File: config.mk
export PLATFORM = sky130hd
export DESIGN_NAME = instr_sequencer_flat
export DESIGN_NICKNAME = d
export VERILOG_FILES = /design/src/rtl/instr_sequencer_if.sv /design/src/rtl/instr_sequencer.sv /design/src/flat_wrapper.sv
export SDC_FILE = /design/constraint.sdc
export NUM_CORES = 1
export LEC_CHECK = 0
export ABC_AREA = 1
export BUFFER_PORTS_ARGS = -buffer_cell sky130_fd_sc_hd__clkbuf_2
export CELL_PAD_IN_SITES_DETAIL_PLACEMENT = 1
export CELL_PAD_IN_SITES_GLOBAL_PLACEMENT = 1
export CORE_MARGIN = 2
export CORE_UTILIZATION = 38
export CTS_CLUSTER_DIAMETER = 30
export DETAILED_ROUTE_END_ITERATION = 10
export PLACE_DENSITY = 0.82
export SYNTH_ARGS = -nofsm -noshare
export SYNTH_HDL_FRONTEND = slang
export SYNTH_SLANG_ARGS = --single-unit
File: constraint.sdc
create_clock -name clk -period 3.75 [get_ports clk]
set_input_delay 0.75 -clock clk [delete_from_list [all_inputs] [get_ports clk]]
set_output_delay 0.75 -clock clk [all_outputs]
set_load 0.01 [all_outputs]
File: src/rtl/instr_sequencer_if.sv
// Program-memory, flag and datapath-control bundle between the instruction
// sequencer (master) and the memory/accumulator datapath side (slave).
interface instr_sequencer_if #(
   parameter int unsigned ADDR_W = 8
);
   localparam int unsigned INSTR_W = ADDR_W + 4;

   logic               run;
   logic [INSTR_W-1:0] prog_data;
   logic               C;
   logic               Z;
   logic [ADDR_W-1:0]  prog_addr;
   logic               buffIn;
   logic               buffOut;
   logic               enAccu;
   logic [2:0]         F;
   logic [3:0]         busInput;
   logic               flag_c;
   logic               flag_z;
   logic               halted;

   modport master (
      input  run, prog_data, C, Z,
      output prog_addr, buffIn, buffOut, enAccu, F, busInput,
             flag_c, flag_z, halted
   );

   modport slave (
      output run, prog_data, C, Z,
      input  prog_addr, buffIn, buffOut, enAccu, F, busInput,
             flag_c, flag_z, halted
   );
endinterface

File: src/rtl/instr_sequencer.sv
// Two-cycle FETCH/EXEC control stage for the 4-bit accumulator datapath:
// fetches instruction words, decodes datapath controls and resolves jumps.
module instr_sequencer #(
   parameter int unsigned ADDR_W = 8
) (
   input  logic              clk,
   input  logic              reset,
   instr_sequencer_if.master bus
);
   localparam int unsigned INSTR_W = ADDR_W + 4;

   localparam logic [3:0] OP_OUT  = 4'h8;
   localparam logic [3:0] OP_JMP  = 4'h9;
   localparam logic [3:0] OP_JC   = 4'hA;
   localparam logic [3:0] OP_JNC  = 4'hB;
   localparam logic [3:0] OP_JZ   = 4'hC;
   localparam logic [3:0] OP_JNZ  = 4'hD;
   localparam logic [3:0] OP_NOP  = 4'hE;
   localparam logic [3:0] OP_HALT = 4'hF;

   typedef enum logic [1:0] {
      ST_FETCH = 2'd0,
      ST_EXEC  = 2'd1,
      ST_HALT  = 2'd2
   } state_t;

   state_t             r_state;
   state_t             w_state_nxt;
   logic [ADDR_W-1:0]  r_pc;
   logic [ADDR_W-1:0]  w_pc_nxt;
   logic [INSTR_W-1:0] r_ir;
   logic [INSTR_W-1:0] w_ir_nxt;
   logic               r_flag_c;
   logic               w_flag_c_nxt;
   logic               r_flag_z;
   logic               w_flag_z_nxt;
   logic               r_halted;
   logic               w_halted_nxt;

   logic               w_buff_in;
   logic               w_buff_out;
   logic               w_en_accu;
   logic [2:0]         w_f;
   logic [3:0]         w_bus_input;
   logic               w_take;

   logic [3:0]         w_op;
   logic [ADDR_W-1:0]  w_arg;

   assign w_op  = r_ir[INSTR_W-1:ADDR_W];
   assign w_arg = r_ir[ADDR_W-1:0];

   // State register
   always_ff @(posedge clk or negedge reset) begin
      if (!reset) begin
         r_state <= ST_FETCH;
      end else begin
         r_state <= w_state_nxt;
      end
   end

   // Program counter, instruction register, flags and halt indication
   always_ff @(posedge clk or negedge reset) begin
      if (!reset) begin
         r_pc     <= '0;
         r_ir     <= '0;
         r_flag_c <= 1'b0;
         r_flag_z <= 1'b0;
         r_halted <= 1'b0;
      end else begin
         r_pc     <= w_pc_nxt;
         r_ir     <= w_ir_nxt;
         r_flag_c <= w_flag_c_nxt;
         r_flag_z <= w_flag_z_nxt;
         r_halted <= w_halted_nxt;
      end
   end

   // Next-state and control decode; controls are live only during EXEC
   always_comb begin
      w_state_nxt  = r_state;
      w_pc_nxt     = r_pc;
      w_ir_nxt     = r_ir;
      w_flag_c_nxt = r_flag_c;
      w_flag_z_nxt = r_flag_z;
      w_halted_nxt = r_halted;
      w_buff_in    = 1'b0;
      w_buff_out   = 1'b0;
      w_en_accu    = 1'b0;
      w_f          = 3'b000;
      w_bus_input  = 4'b0000;
      w_take       = 1'b0;

      unique case (r_state)
         ST_FETCH: begin
            if (bus.run) begin
               w_ir_nxt    = bus.prog_data;
               w_pc_nxt    = r_pc + ADDR_W'(1);
               w_state_nxt = ST_EXEC;
            end
         end

         ST_EXEC: begin
            w_state_nxt = ST_FETCH;
            if (!w_op[3]) begin
               // ALU-immediate: only the low nibble of arg reaches the datapath
               w_f          = w_op[2:0];
               w_bus_input  = w_arg[3:0];
               w_buff_in    = 1'b1;
               w_en_accu    = 1'b1;
               w_flag_c_nxt = bus.C;
               w_flag_z_nxt = bus.Z;
            end else begin
               case (w_op)
                  OP_OUT:  w_buff_out = 1'b1;
                  OP_JMP:  w_take     = 1'b1;
                  OP_JC:   w_take     = r_flag_c;
                  OP_JNC:  w_take     = !r_flag_c;
                  OP_JZ:   w_take     = r_flag_z;
                  OP_JNZ:  w_take     = !r_flag_z;
                  OP_NOP:  w_take     = 1'b0;
                  OP_HALT: begin
                     w_state_nxt  = ST_HALT;
                     w_halted_nxt = 1'b1;
                  end
                  default: w_take = 1'b0;
               endcase
            end
            if (w_take) begin
               w_pc_nxt = w_arg;
            end
         end

         ST_HALT: begin
            w_state_nxt = ST_HALT;
         end

         default: begin
            w_state_nxt = ST_FETCH;
         end
      endcase
   end

   assign bus.prog_addr = r_pc;
   assign bus.buffIn    = w_buff_in;
   assign bus.buffOut   = w_buff_out;
   assign bus.enAccu    = w_en_accu;
   assign bus.F         = w_f;
   assign bus.busInput  = w_bus_input;
   assign bus.flag_c    = r_flag_c;
   assign bus.flag_z    = r_flag_z;
   assign bus.halted    = r_halted;

endmodule

File: src/flat_wrapper.sv
// flat-port wrapper written by rule: the top's interface ports become plain ports
module instr_sequencer_flat 
#(
   parameter int unsigned ADDR_W = 8
)
  (clk, reset, bus_run, bus_prog_data, bus_C, bus_Z, bus_prog_addr, bus_buffIn, bus_buffOut, bus_enAccu, bus_F, bus_busInput, bus_flag_c, bus_flag_z, bus_halted);
  instr_sequencer_if #(.ADDR_W(ADDR_W)) bus_i ();
  input  logic clk;
  input  logic reset;
  input wire logic [$bits(bus_i.run)-1:0] bus_run;
  input wire logic [$bits(bus_i.prog_data)-1:0] bus_prog_data;
  input wire logic [$bits(bus_i.C)-1:0] bus_C;
  input wire logic [$bits(bus_i.Z)-1:0] bus_Z;
  output wire logic [$bits(bus_i.prog_addr)-1:0] bus_prog_addr;
  output wire logic [$bits(bus_i.buffIn)-1:0] bus_buffIn;
  output wire logic [$bits(bus_i.buffOut)-1:0] bus_buffOut;
  output wire logic [$bits(bus_i.enAccu)-1:0] bus_enAccu;
  output wire logic [$bits(bus_i.F)-1:0] bus_F;
  output wire logic [$bits(bus_i.busInput)-1:0] bus_busInput;
  output wire logic [$bits(bus_i.flag_c)-1:0] bus_flag_c;
  output wire logic [$bits(bus_i.flag_z)-1:0] bus_flag_z;
  output wire logic [$bits(bus_i.halted)-1:0] bus_halted;
  assign bus_i.run = bus_run;
  assign bus_i.prog_data = bus_prog_data;
  assign bus_i.C = bus_C;
  assign bus_i.Z = bus_Z;
  assign bus_prog_addr = bus_i.prog_addr;
  assign bus_buffIn = bus_i.buffIn;
  assign bus_buffOut = bus_i.buffOut;
  assign bus_enAccu = bus_i.enAccu;
  assign bus_F = bus_i.F;
  assign bus_busInput = bus_i.busInput;
  assign bus_flag_c = bus_i.flag_c;
  assign bus_flag_z = bus_i.flag_z;
  assign bus_halted = bus_i.halted;
  instr_sequencer #(.ADDR_W(ADDR_W)) u_core (.clk(clk), .reset(reset), .bus(bus_i));
endmodule
==> results_dict.tcl, run 1 <==
set metrics [dict create \
    fin_area_sq_mm 0.00155 \
    dieArea_sq_mm 0.00392 \
    async_reset_ff_share_pct 100 \
    synth_top_area_share_pct 48.0 \
    grt_max_degree 26 \
    finalClockSkew_ns 0.00272 \
    start_util_pct 39.4 \
    cp-start-kind "register" \
    ant_nets 0 \
    cp.required_ns 3.00 \
    cts_buffers 3 \
    drt-initial-drc-count 36 \
    cts_resized 0 \
    antenna_cells 0 \
    cp-end-kind "output port" \
    yosysTopAreaCell "dfrtp_1" \
    cellLeakagePower_nw 0.866 \
    period_share_pct 66.7 \
    cp.arrival_ns 1.75 \
    worst_pin_slew_ns 0.635 \
    rows 21 \
    overflow 0 \
    hold_violations 0 \
    gp_congestion 0.792 \
    fp.dieH_um 62.6 \
    synth_most_common_cell "nand2_1" \
    firstDrtPassIters 4 \
    die_x_um 62.6 \
    max_freq_mhz 400 \
    ios 38 \
    synth_fp_nets 198 \
    p_per_area_mw_per_mm2 565 \
    synth.ff_latch_count 25 \
    fin_tns_setup_ns 0 \
    clk_pin_slew_worst_paths_ns 0.14 \
    grt_pass1_vias 1352 \
    cts.path.max_buffers 2 \
    slew_viol_final 0 \
    relSlewSlack_pct 57.7 \
    critPathMaxFanout 17 \
    vdd_drop_max_mv 0.211 \
    ys_seq_area_share_pct 48.0 \
    status "finished clean" \
    routed_wl_um 3510 \
    criticalPathCategory "register to output port" \
    synth_ff_type "dfrtp_1" \
    ys_warn_count 0 \
    drcViolationCount 0 \
    final_layout_size_suffix_gt1_share_pct 23.1 \
    coreArea_sq_mm 0.00331 \
    synthToLayoutAreaGrowth_pct 18.6 \
    portBuffers 37 \
    drv_cap 0 \
    synth_top_cells_by_area "dfrtp_1, nand2_1, nand3_1, nor2_1, inv_1" \
    startpoint "u_core.r_state[1]" \
    grt.total_usage_pct 19.5 \
    cts_tree "done" \
    ys_types 16 \
    min_period_ns 2.50 \
    synth_area_sq_mm 0.00130 \
    ctsHoldBuffers 0 \
    post_cts_buffers 0 \
    setup_viol 0 \
    hold_path_class "primary input to async pin" \
    ys_top_cells_by_count "nand2_1, dfrtp_1, nand3_1, nor2_1, inv_1" \
    htreeDepth 1 \
    final_net_count 235 \
    antenna_found_initial 0 \
    clk-insertion-delay-late_ns 0.32 \
    place_ws_ns 1.61 \
    detail_route.wl_per_cell_um 13.4 \
    synth_area_per_cell_sq_um 7.24 \
    vias 1290 \
    clockRootBuffer "clkbuf_4" \
    r2r-start "u_core.r_state[1]" \
    r2r_cells 7 \
    power_mw 0.873 \
    synth-edff-count 0 \
    placed_area_sq_mm 0.00152 \
    clkSinkCount 25 \
    rsz0062_at_grt "false" \
    routed_via_density 4.92 \
    dp_hpwl_um 2750 \
    synthCells 180 \
    setup_ws_ns 1.25 \
    grt_pass1_wl_um 6110 \
]
-- worst max-delay path: stages, from the launching register on --
cell      delay [ns]
dfrtp_1         0.41
inv_1           0.08
nand2_2         0.19
nor2_1          0.34
inv_2           0.15
nor2_1          0.12
clkbuf_2        0.14
-- per-stage QoR --
step	std cells	utilization (%)	hold WS (ns)
floorplan	180	-	0.449
finish	262	46.7	0.414
detailed placement	258	45.9	0.455
global route	262	46.7	0.450
global placement	258	45.9	0.447
CTS	262	46.7	0.431
-- kinds of logic after synthesis --
kind of cell	count (synthesis)	share of synthesized area, %
simple gates	113	36.6
fa+ha+maj	1	0.960
compound gates	17	6.91
buf+inv	24	7.58
flops	25	48.0
-- metal layers --
metal	global-route usage [%]	part of all wire, %	vias up
li1	-	-	635
met5	0	0	-
met1	24.7	45	625
met2	34.5	51	25
met4	6.94	1.1	0
met3	1.98	3.0	5
-- report_power, final --
group | total (mW) | switching, mW | internal, mW
Sequential | 0.425 | 0.0831 | 0.342
Combinational | 0.323 | 0.196 | 0.127
Clock | 0.126 | 0.0857 | 0.0400
Total | 0.873 | 0.365 | 0.509
-- cell usage in the layout (no fill, tap or decap), drive strengths merged --
master  netlist  layout
clkbuf        0      40
o21ai        15      15
clkinv        0       1
nand2        71      71
o21bai        2       2
nand3        20      20
nand4         2       2
ha            1       1
or2           1       1
nor2         19      19
inv          19      19
dfrtp        25      25
-- path summary, 6_finish.rpt --
path | end | slack [ns]
worst min register to register | u_core.bus.halted | 0.48
worst max register to register | u_core.bus.prog_addr[2] | 2.33
min in group clk | u_core.bus.halted | 0.48
worst min-delay path | u_core.bus.flag_z | 0.41
worst max-delay path | bus_F[1] | 1.25
max in group asynchronous | u_core.bus.prog_addr[0] | 2.93
-- cell type report --
| cell class | count | area (sq um) |
|---|---|---|
| Fill cell | 460 | 1760 |
| Sequential cell | 25 | 626 |
| Multi-Input combinational cell | 131 | 579 |
| Timing Repair Buffer | 37 | 185 |
| Inverter | 19 | 71.3 |
| Tap cell | 46 | 57.6 |
| Clock buffer | 3 | 22.5 |
| Clock inverter | 1 | 5.00 |
-- flip-flops by register name (all words and copies together), names as in the netlist --
| signal | count |
|---|---|
| u_core.bus.flag_z | 1 |
| u_core.r_ir | 12 |
| u_core.bus.halted | 1 |
| u_core.bus.prog_addr | 8 |
| u_core.bus.flag_c | 1 |
| u_core.r_state | 2 |
Power figures use the tool's default switching activity.
==> run 2, diff against run 1 <==
- CORE_UTILIZATION: 38 -> 32
- PLACE_DENSITY: 0.82 -> 0.73
- clock period: 3.75 -> 2.1 ns (I/O delays scaled with it)
==> run 2 against run 1 <==
  * Count of clock-buffer cells in the layout rose by 1
  * Die area up 18%
  * Highest routed layer unchanged
  * Largest cell class unchanged
  * Global-route usage down 3.3 points
  * Critical path type unchanged
  * Largest power group unchanged
==> results_dict.tcl, run 2 (synthesized netlist as in run 1, its figures left out) <==
set metrics [dict create \
    grt_pass1_wl_um 5600 \
    drt-initial-drc-count 30 \
    r2r_slack_ns 0.68 \
    endpoint "bus_busInput[0]" \
    critPathMaxFanout 9 \
    period_share_pct 90.8 \
    ios 38 \
    grt-busiest-layer "met2" \
    relSlewSlack_pct 56.7 \
    hold_violations 0 \
    ant_nets 0 \
    detail_route.wl_per_cell_um 12.5 \
    drv_cap 0 \
    clockRootBuffer "clkbuf_8" \
    overflow 0 \
    final_net_count 236 \
    grt_use_met2_pct 25.7 \
    cts_resized 0 \
    routed_wl_um 3350 \
    portBuffers 37 \
    cts_buffers 3 \
    drcViolationCount 0 \
    final_layout_size_suffix_gt1_share_pct 23.0 \
    p_per_area_mw_per_mm2 1030 \
    post-route-util_pct 39.7 \
    gp_congestion 0.751 \
    cp-end-kind "output port" \
    fin_tns_setup_ns 0 \
    max_freq_mhz 525 \
    largest_reg_flops 12 \
    grt_max_degree 26 \
    grt_pass1_vias 1200 \
    antenna_found_initial 0 \
    grt.met3_usage_pct 1.97 \
    globalRouteMet1Util_pct 23.1 \
    coreArea_sq_mm 0.00397 \
    ctsHoldBuffers 0 \
    worst_pin_slew_ns 0.649 \
    cts_tree "done" \
    dieArea_sq_mm 0.00460 \
    setup_viol 0 \
    die_x_um 67.8 \
    rsz0062_at_grt "false" \
    hold_path_class "primary input to async pin" \
    r2r_end "u_core.bus.prog_addr[2]" \
    r2r_cells 8 \
    criticalPathCategory "register to output port" \
    mostFrequentLayoutCells "nand2_1, clkbuf_2, dfrtp_1" \
    finalClockSkew_ns 0.00172 \
    fp.dieH_um 67.8 \
    largest-register "u_core.r_ir" \
    clk_pin_slew_worst_paths_ns 0.09 \
    startpoint "u_core.r_state[1]" \
    cp.arrival_ns 1.49 \
    htreeDepth 1 \
    rows 23 \
    start_util_pct 32.8 \
    dp_hpwl_um 2490 \
    status "finished clean" \
    r2r-start "u_core.r_state[1]" \
    final_common_cell "nand2_1" \
    min_period_ns 1.91 \
    cp-start-kind "register" \
    routed_via_density 4.65 \
    clkSinkCount 25 \
    clk-insertion-delay-late_ns 0.27 \
    post_cts_buffers 0 \
    cp.required_ns 1.68 \
    synthToLayoutAreaGrowth_pct 20.9 \
    antenna_cells 0 \
    slew_viol_final 0 \
    firstDrtPassIters 4 \
    vias 1241 \
    grt.total_usage_pct 16.2 \
    vdd_drop_max_mv 0.292 \
    cellLeakagePower_nw 0.876 \
    cts.path.max_buffers 2 \
]
[run 2: metal layers]
metal  up-vias  wire [um]
met2        23       1480
met4         0         40
met5         -          0
met1       576       1720
met3         5        102
li1        637          -
[run 2: power by group]
group          internal [mW]  switching, mW  leakage [nW]
Combinational          0.228          0.341         0.540
Clock                  0.136          0.160        0.0228
Sequential             0.611          0.147         0.314
[run 2: area by class of cell]
class                   instances  area (sq um)
multi-input cells             131           579
inverters                      19          71.3
flip-flops and latches         25           626
fillers                       531          2390
well taps                      50          62.6
repair buffers                 38           193
clock buffers                   4          45.0
[run 2: metrics by stage]
stage	power, mW	worst slack [ns]	instances	hold WS, ns	area, sq um
CTS	1.64	0.195	267	0.184	1580
global route	1.77	0.0624	267	0.208	1580
detailed placement	1.34	0.503	263	0.456	1530
global placement	1.33	0.574	263	0.446	1530
floorplan	1.11	0.526	180	0.124	1300
finish	1.62	0.194	267	0.156	1580
[run 2: how the worst min path moves through the flow]
| stage | from | end | slack [ns] | cells past startpoint |
|---|---|---|---|---|
| 2_1_floorplan | reset | u_core.bus.flag_c | 0.12 | 0 |
| 3_3_place_gp | u_core.bus.halted | u_core.bus.halted | 0.45 | 2 |
| 3_5_place_dp | u_core.bus.halted | u_core.bus.halted | 0.46 | 2 |
| 4_1_cts | reset | u_core.r_ir[0] | 0.18 | 1 |
| 5_1_grt | reset | u_core.bus.prog_addr[6] | 0.21 | 1 |
| 6_report | reset | u_core.bus.flag_c | 0.16 | 1 |
[run 2: worst max-delay path: stages (launching register included)]
cell and delay (ns):
dfrtp_1 0.39, inv_1 0.08, nand2_2 0.06, nor2_1 0.27, inv_2 0.16, nor2_1 0.12
clkbuf_2 0.14
